## config.mk

```make
export PLATFORM = sky130hd
export DESIGN_NAME = divider_pipeline_bank
export DESIGN_NICKNAME = d
export VERILOG_FILES = /design/src/rtl/divider_pipe_pkg.sv /design/src/rtl/divider_pipe_channel.sv /design/src/rtl/divider_pipeline_bank.sv
export SDC_FILE = /design/constraint.sdc
export NUM_CORES = 1
export LEC_CHECK = 0
export ABC_AREA = 0
export CORE_MARGIN = 2
export CORE_UTILIZATION = 49
export DETAILED_ROUTE_END_ITERATION = 8
export PLACE_DENSITY_LB_ADDON = 0.25
export SLEW_MARGIN = 15
export SYNTH_ARGS = -nofsm -noshare
export SYNTH_HDL_FRONTEND = slang
export SYNTH_SLANG_ARGS = --single-unit
```

## constraint.sdc

```tcl
create_clock -name clock -period 2.22 [get_ports clock]
set_input_delay 0.222 -clock clock [delete_from_list [all_inputs] [get_ports clock]]
set_output_delay 0.222 -clock clock [all_outputs]
set_load 0.005 [all_outputs]
```

## src/rtl/divider_pipe_pkg.sv

```systemverilog
// Shared constants and the depth clamp used by the divided-clock pipeline bank.
package divider_pipe_pkg;
  localparam int   DEPTH_W_DEF   = 3;
  localparam int   MAX_DEPTH_DEF = 4;
  localparam logic RESET_VAL_DEF = 1'b0;

  // Saturate an out-of-range depth request to the deepest tap.
  function automatic int depth_clamp(input int sel, input int max_depth);
    return (sel > max_depth) ? max_depth : sel;
  endfunction
endpackage

```

## src/rtl/divider_pipe_channel.sv

```systemverilog
// One delay channel: shift stages with per-stage valids, clamped tap mux and
// edge history for the rising-edge pulse.
module divider_pipe_channel
  import divider_pipe_pkg::*;
#(
  parameter int   MAX_DEPTH = MAX_DEPTH_DEF,
  parameter int   DEPTH_W   = DEPTH_W_DEF,
  parameter logic RESET_VAL = RESET_VAL_DEF
) (
  input  logic               clock,
  input  logic               reset,
  input  logic               flush,
  input  logic               enable,
  input  logic               signal_in,
  input  logic [DEPTH_W-1:0] depth_sel,
  output logic               pipe_out,
  output logic               pipe_valid,
  output logic               rise_pulse
);

  logic [MAX_DEPTH-1:0] stage;
  logic [MAX_DEPTH-1:0] valid;
  logic                 hist;
  int                   eff_depth;

  always_ff @(posedge clock or posedge reset) begin
    if (reset) begin
      stage <= {MAX_DEPTH{RESET_VAL}};
      valid <= '0;
      hist  <= 1'b0;
    end else if (flush) begin
      stage <= {MAX_DEPTH{RESET_VAL}};
      valid <= '0;
      hist  <= 1'b0;
    end else begin
      if (enable) begin
        stage[0] <= signal_in;
        valid[0] <= 1'b1;
        for (int i = 1; i < MAX_DEPTH; i++) begin
          stage[i] <= stage[i-1];
          valid[i] <= valid[i-1];
        end
      end
      // History tracks every edge, so a stalled high output pulses only once.
      hist <= pipe_out & pipe_valid;
    end
  end

  // Depth 0 is a pure bypass; the tap can move without disturbing the stages.
  always_comb begin
    eff_depth  = depth_clamp(int'(depth_sel), MAX_DEPTH);
    pipe_out   = signal_in;
    pipe_valid = enable;
    for (int i = 0; i < MAX_DEPTH; i++) begin
      if (eff_depth == i + 1) begin
        pipe_out   = stage[i];
        pipe_valid = valid[i];
      end
    end
  end

  assign rise_pulse = pipe_out & pipe_valid & ~hist;

endmodule

```

## src/rtl/divider_pipeline_bank.sv

```systemverilog
// Bank of independently delayed divided-clock channels sharing reset and flush.
module divider_pipeline_bank
  import divider_pipe_pkg::*;
#(
  parameter int   NUM_CH    = 2,
  parameter int   MAX_DEPTH = MAX_DEPTH_DEF,
  parameter int   DEPTH_W   = DEPTH_W_DEF,
  parameter logic RESET_VAL = RESET_VAL_DEF
) (
  input  logic                      clock,
  input  logic                      reset,
  input  logic                      flush,
  input  logic [NUM_CH-1:0]         pipe_enable,
  input  logic [NUM_CH-1:0]         signal_in,
  input  logic [NUM_CH*DEPTH_W-1:0] depth_sel,
  output logic [NUM_CH-1:0]         pipe_out,
  output logic [NUM_CH-1:0]         pipe_valid,
  output logic [NUM_CH-1:0]         rise_pulse
);

  for (genvar n = 0; n < NUM_CH; n++) begin : g_ch
    divider_pipe_channel #(
      .MAX_DEPTH (MAX_DEPTH),
      .DEPTH_W   (DEPTH_W),
      .RESET_VAL (RESET_VAL)
    ) u_ch (
      .clock      (clock),
      .reset      (reset),
      .flush      (flush),
      .enable     (pipe_enable[n]),
      .signal_in  (signal_in[n]),
      .depth_sel  (depth_sel[n*DEPTH_W +: DEPTH_W]),
      .pipe_out   (pipe_out[n]),
      .pipe_valid (pipe_valid[n]),
      .rise_pulse (rise_pulse[n])
    );
  end

endmodule

```

# After elaboration in Yosys (flattened, before gate mapping)
# Index checks and enable logic that the tools add are counted.
[word_totals]
reg_bits = 18
output_inout_bits = 6
wordCells = 52
[classes]
n_lt_le_gt_ge = 2
eq_ne = 8
n_mux = 28
bitwise_logic = 6
n_reduce_logical = 2
[ops]
columns = ["operator", "count"]
rows = [
  ["32-bit by 3-bit equality test with 1-bit output (second input constant)", 4],
  ["32-bit by 2-bit equality test with 1-bit output (second input constant)", 2],
  ["32-bit by 4-bit equality test with 1-bit output (second input constant)", 2],
  ["4-bit two-way mux", 8],
  ["1-bit two-way mux", 18],
  ["3-bit greater-than comparator (second input constant)", 2],
  ["3-bit two-way mux", 2],
  ["1-bit bitwise AND", 4],
  ["2-bit nonzero test", 2],
  ["1-bit NOT", 2],
]

# Logic depth before layout (Yosys ltp)
[depth]
word_depth = 9
depth_mapped = 6

# By module
# Synthesis repeated with hierarchy kept, for this count alone.
[unflattened]
cells_unflattened = 76
area_unflattened_um2 = 920.9
[by_module_without_submodules]
columns = ["module", "instances", "cells_per_inst", "area_each_um2", "seq_area_each_um2"]
rows = [
  ["divider_pipe_channel", 2, 38, 460.4, 225.2],
]

# Worst setup path before layout
# OpenSTA, ideal clock, no wires.
[synth_timing]
kind = "reg-to-output"
startpoint = "reg g_ch[0].u_ch.valid[0]"
endpoint = "out pipe_valid[0]"
arrival_time_ps = 1412
required_time_ps = 1998
path_slack_ps = 586
path_stages_with_launch = 5
path_cell_list = "dfrtp_1 or2_0 mux4_2 mux2_2 buf_4"
[synth_between]
elab_chain_cells = 4
[synth_lines]
columns = ["item", "line", "text"]
rows = [
  ["from (decl)", "divider_pipe_channel.sv:22", "logic [MAX_DEPTH-1:0] valid;"],
  ["from (signal, indexed assignment)", "divider_pipe_channel.sv:41", "valid[i] <= valid[i-1];"],
  ["1-bit two-way mux (4 in series)", "divider_pipe_channel.sv:55", "if (eff_depth == i + 1) begin"],
  ["to (decl)", "divider_pipeline_bank.sv:17", "output logic [NUM_CH-1:0] pipe_valid,"],
]
# No other way between the ends.

# Worst setup path in the final report
# Same ends and word-level chain as after synthesis.

==> impl_metrics.ini <==
[logic_synthesis]
syn_nets = 92
yosys_most_used_dff = dfrtp_1
avgSynthCellArea_um2 = 11.6
yosysTopAreaCellShare_pct = 49.2
synth.lib_cells_used.distinct = 17
async_flop_share_pct = 100
cell_with_the_most_instances_after_synthesis = nor2_1
synthTopCellsByCount = nor2_1, dfrtp_1, mux2i_1, buf_4
synth_area_um2 = 915
synthDominantAreaCellType = dfrtp_1
ff_latch_count_synth = 18
synthTopCellsByArea = dfrtp_1, mux2i_1, nor2_1
ys_seq_area_share_pct = 49.2
synth-edff-count = 0
postSynthCellCount = 79
synth_warnings = 0

[floorplan]
fp.dieH_um = 47.2
floorplan.die_area_mm2 = 0.00223
num_io_pins = 19
core_mm2 = 0.00175
die_x_um = 47.2
floorplan.initialDensity_pct = 52.4
placement_rows = 15

[sta]
finalCriticalPeriod_ps = 2160
finalSetupViolations = 0
fmax_mhz = 463
finalCritPeriodShare_pct = 97.2
final_max_slew_viol_count = 0
timing.slew.headroom_pct = 54.0
worst_clk_skew_ps = 6.89
final_hold_viol_count = 0
worstMarginPinSlew_ps = 689
timing.hold.ws_ps = 323

[critical_path]
worst_path_class_setup = reg2out
kind_of_end_point_of_the_critical_path = output pin
cp.required_ps = 2000
path_max_fanout = 2
crit_path_start_kind = register
critPathArrivalTime_ps = 1940

[clock_network]
cts_buffer_depth = 2
worst_skew_pair.late_latency_ps = 290
cts.reportedPaths.clkPinSlew_ps = 110
cts_tree = done
clock_sinks = 18
clock-root-buffer = clkbuf_4
cts_made_buffers = 3
cts_max_level = 1

[finish]
final_layout_size_suffix_gt1_share_pct = 20.2
antenna_cells_inserted = 0
synthToLayoutAreaGrowth_pct = 27.9
nNetsFinal = 113

[placed_design]
hpwlAfterDp_mm = 1.14
buffer_ports.inserted = 18
gp_congestion = 0.730

[pwr]
leak_uw = 0.000609
p_per_area_mw_per_mm2 = 555
report.power.total_uw = 649
irDropWorstVdd_mv = 0.336

[grt]
grtUsageMet3_pct = 4.62
global_route.usage.total_pct = 16.3
grt_use_met1_pct = 21.7
overflow = 0
most_used_routing_layer = met2
grt_first_pass_wirelength_mm = 2.55
grt_antenna_before_repair = 0
grt_pass1_vias = 589
gr-usage-met2_pct = 27.7
grt_start_max_net_pins = 19

[routing]
count_of_vias_placed_by_the_detailed_router = 622
detailed_route_wire_length_per_cell_um = 13.3
drt_iter0_drc = 2
postRouteAntennaNets = 0
drc = 0
first_pass_iters = 4
wirelength_mm = 1.65
drt-vias-per-instance = 5.02

[flow_run]
timing.max_cap.violations = 0

[worst_hold_path]
worst_hold_path_type = in2async

[outcome]
status = finished, final reports clean
-- final timing paths --
check,from,to,slack (ps),cells past startpoint
setup reg to reg,g_ch[0].u_ch.valid[0]$_DFFE_PP0P_,g_ch[0].u_ch.hist$_DFF_PP0_,500,6
hold / removal,reset,g_ch[0].u_ch.valid[0]$_DFFE_PP0P_,320,2
hold reg to reg,g_ch[1].u_ch.valid[0]$_DFFE_PP0P_,g_ch[1].u_ch.valid[0]$_DFFE_PP0P_,540,2
max in group asynchronous,reset,g_ch[1].u_ch.stage[0]$_DFFE_PP0P_,1460,2
min in group clock,g_ch[1].u_ch.valid[0]$_DFFE_PP0P_,g_ch[1].u_ch.valid[0]$_DFFE_PP0P_,540,2
setup / recovery,g_ch[0].u_ch.valid[0]$_DFFE_PP0P_,pipe_valid[0],60,4
-- through the flow --
step | setup slack [ps] | cells | util (%) | setup TNS, ps | instance area [µm²]
6_report | 61.2 | 124 | 67.0 | 0 | 1170
5_1_grt | -20.8 | 124 | 67.0 | -24.0 | 1170
4_1_cts | -105 | 122 | 65.9 | -105 | 1150
3_5_place_dp | -131 | 117 | 63.1 | -212 | 1100
3_3_place_gp | -129 | 117 | 63.1 | -219 | 1100
2_1_floorplan | 586 | 79 | - | 0 | 915
-- where the power goes --
group | internal, µW | switching, µW | total (µW)
clock | 99.8 | 101 | 201
sequential | 338 | 7.73 | 346
combinational | 61.4 | 41.2 | 103
-- kinds of logic (layout without fill, tap and decap cells) --
kind of cell           after synthesis  count (layout)  share of synthesized area [%]
flip-flops                          18              18                           49.2
buffers and inverters               11              31                           7.25
AO/OA/AOI/OAI                        3               3                           2.74
multiplexers                        21              21                           29.3
AND/OR/NAND/NOR                     26              26                           11.5
-- layer usage --
layer / vias up / share of wire (%) / routed length [µm]
li1: 307 / - / -
met1: 301 / 48 / 784
met2: 14 / 48 / 790
met3: 0 / 4.3 / 71
met4: 0 / 0 / 0
met5: - / 0 / 0
-- cell type report --
| type | count | area (µm²) |
|---|---|---|
| Sequential cell | 18 | 450 |
| Fill cell | 146 | 576 |
| Inverter | 1 | 3.75 |
| Tap cell | 25 | 31.3 |
| Timing Repair Buffer | 26 | 243 |
| Clock buffer | 4 | 36.3 |
| Multi-Input combinational cell | 50 | 405 |
-- registers in the layout, indices dropped and copies added, names as in the netlist --
name,cells
g_ch.u_ch.stage,8
g_ch.u_ch.hist,2
g_ch.u_ch.valid,8
-- placed cells by master (no fill, tap or decap) --
master           count
buf_4                8
mux4_2               3
or2_0                1
dlymetal6s2s_1       2
nand3_1              1
clkdlybuf4s50_1     14
nor2_1              22
mux2_2               3
a21o_2               1
a32oi_2              1
dfrtp_1             18
o21a_1               1
inv_1                1
mux2i_1             14
nand2_1              1
mux4_1               1
and2b_1              1
dlygate4sd2_1        2
clkbuf_4             3
clkbuf_8             1
-- what timing repair did --
item,CTS,global route
hold endpoints to repair,0,0
gates cloned,0,0
gates resized for setup,3,2
pin swaps,0,1
buffers inserted,1,2
hold buffers,0,0
setup endpoints to repair,3,5
-- critical path, stage by stage (launching register included) --
cell,delay (ps)
dfrtp_1,410
or2_0,220
mux4_2,480
mux2_2,280
dlygate4sd2_1,260
(Power assumes the default switching activity.)
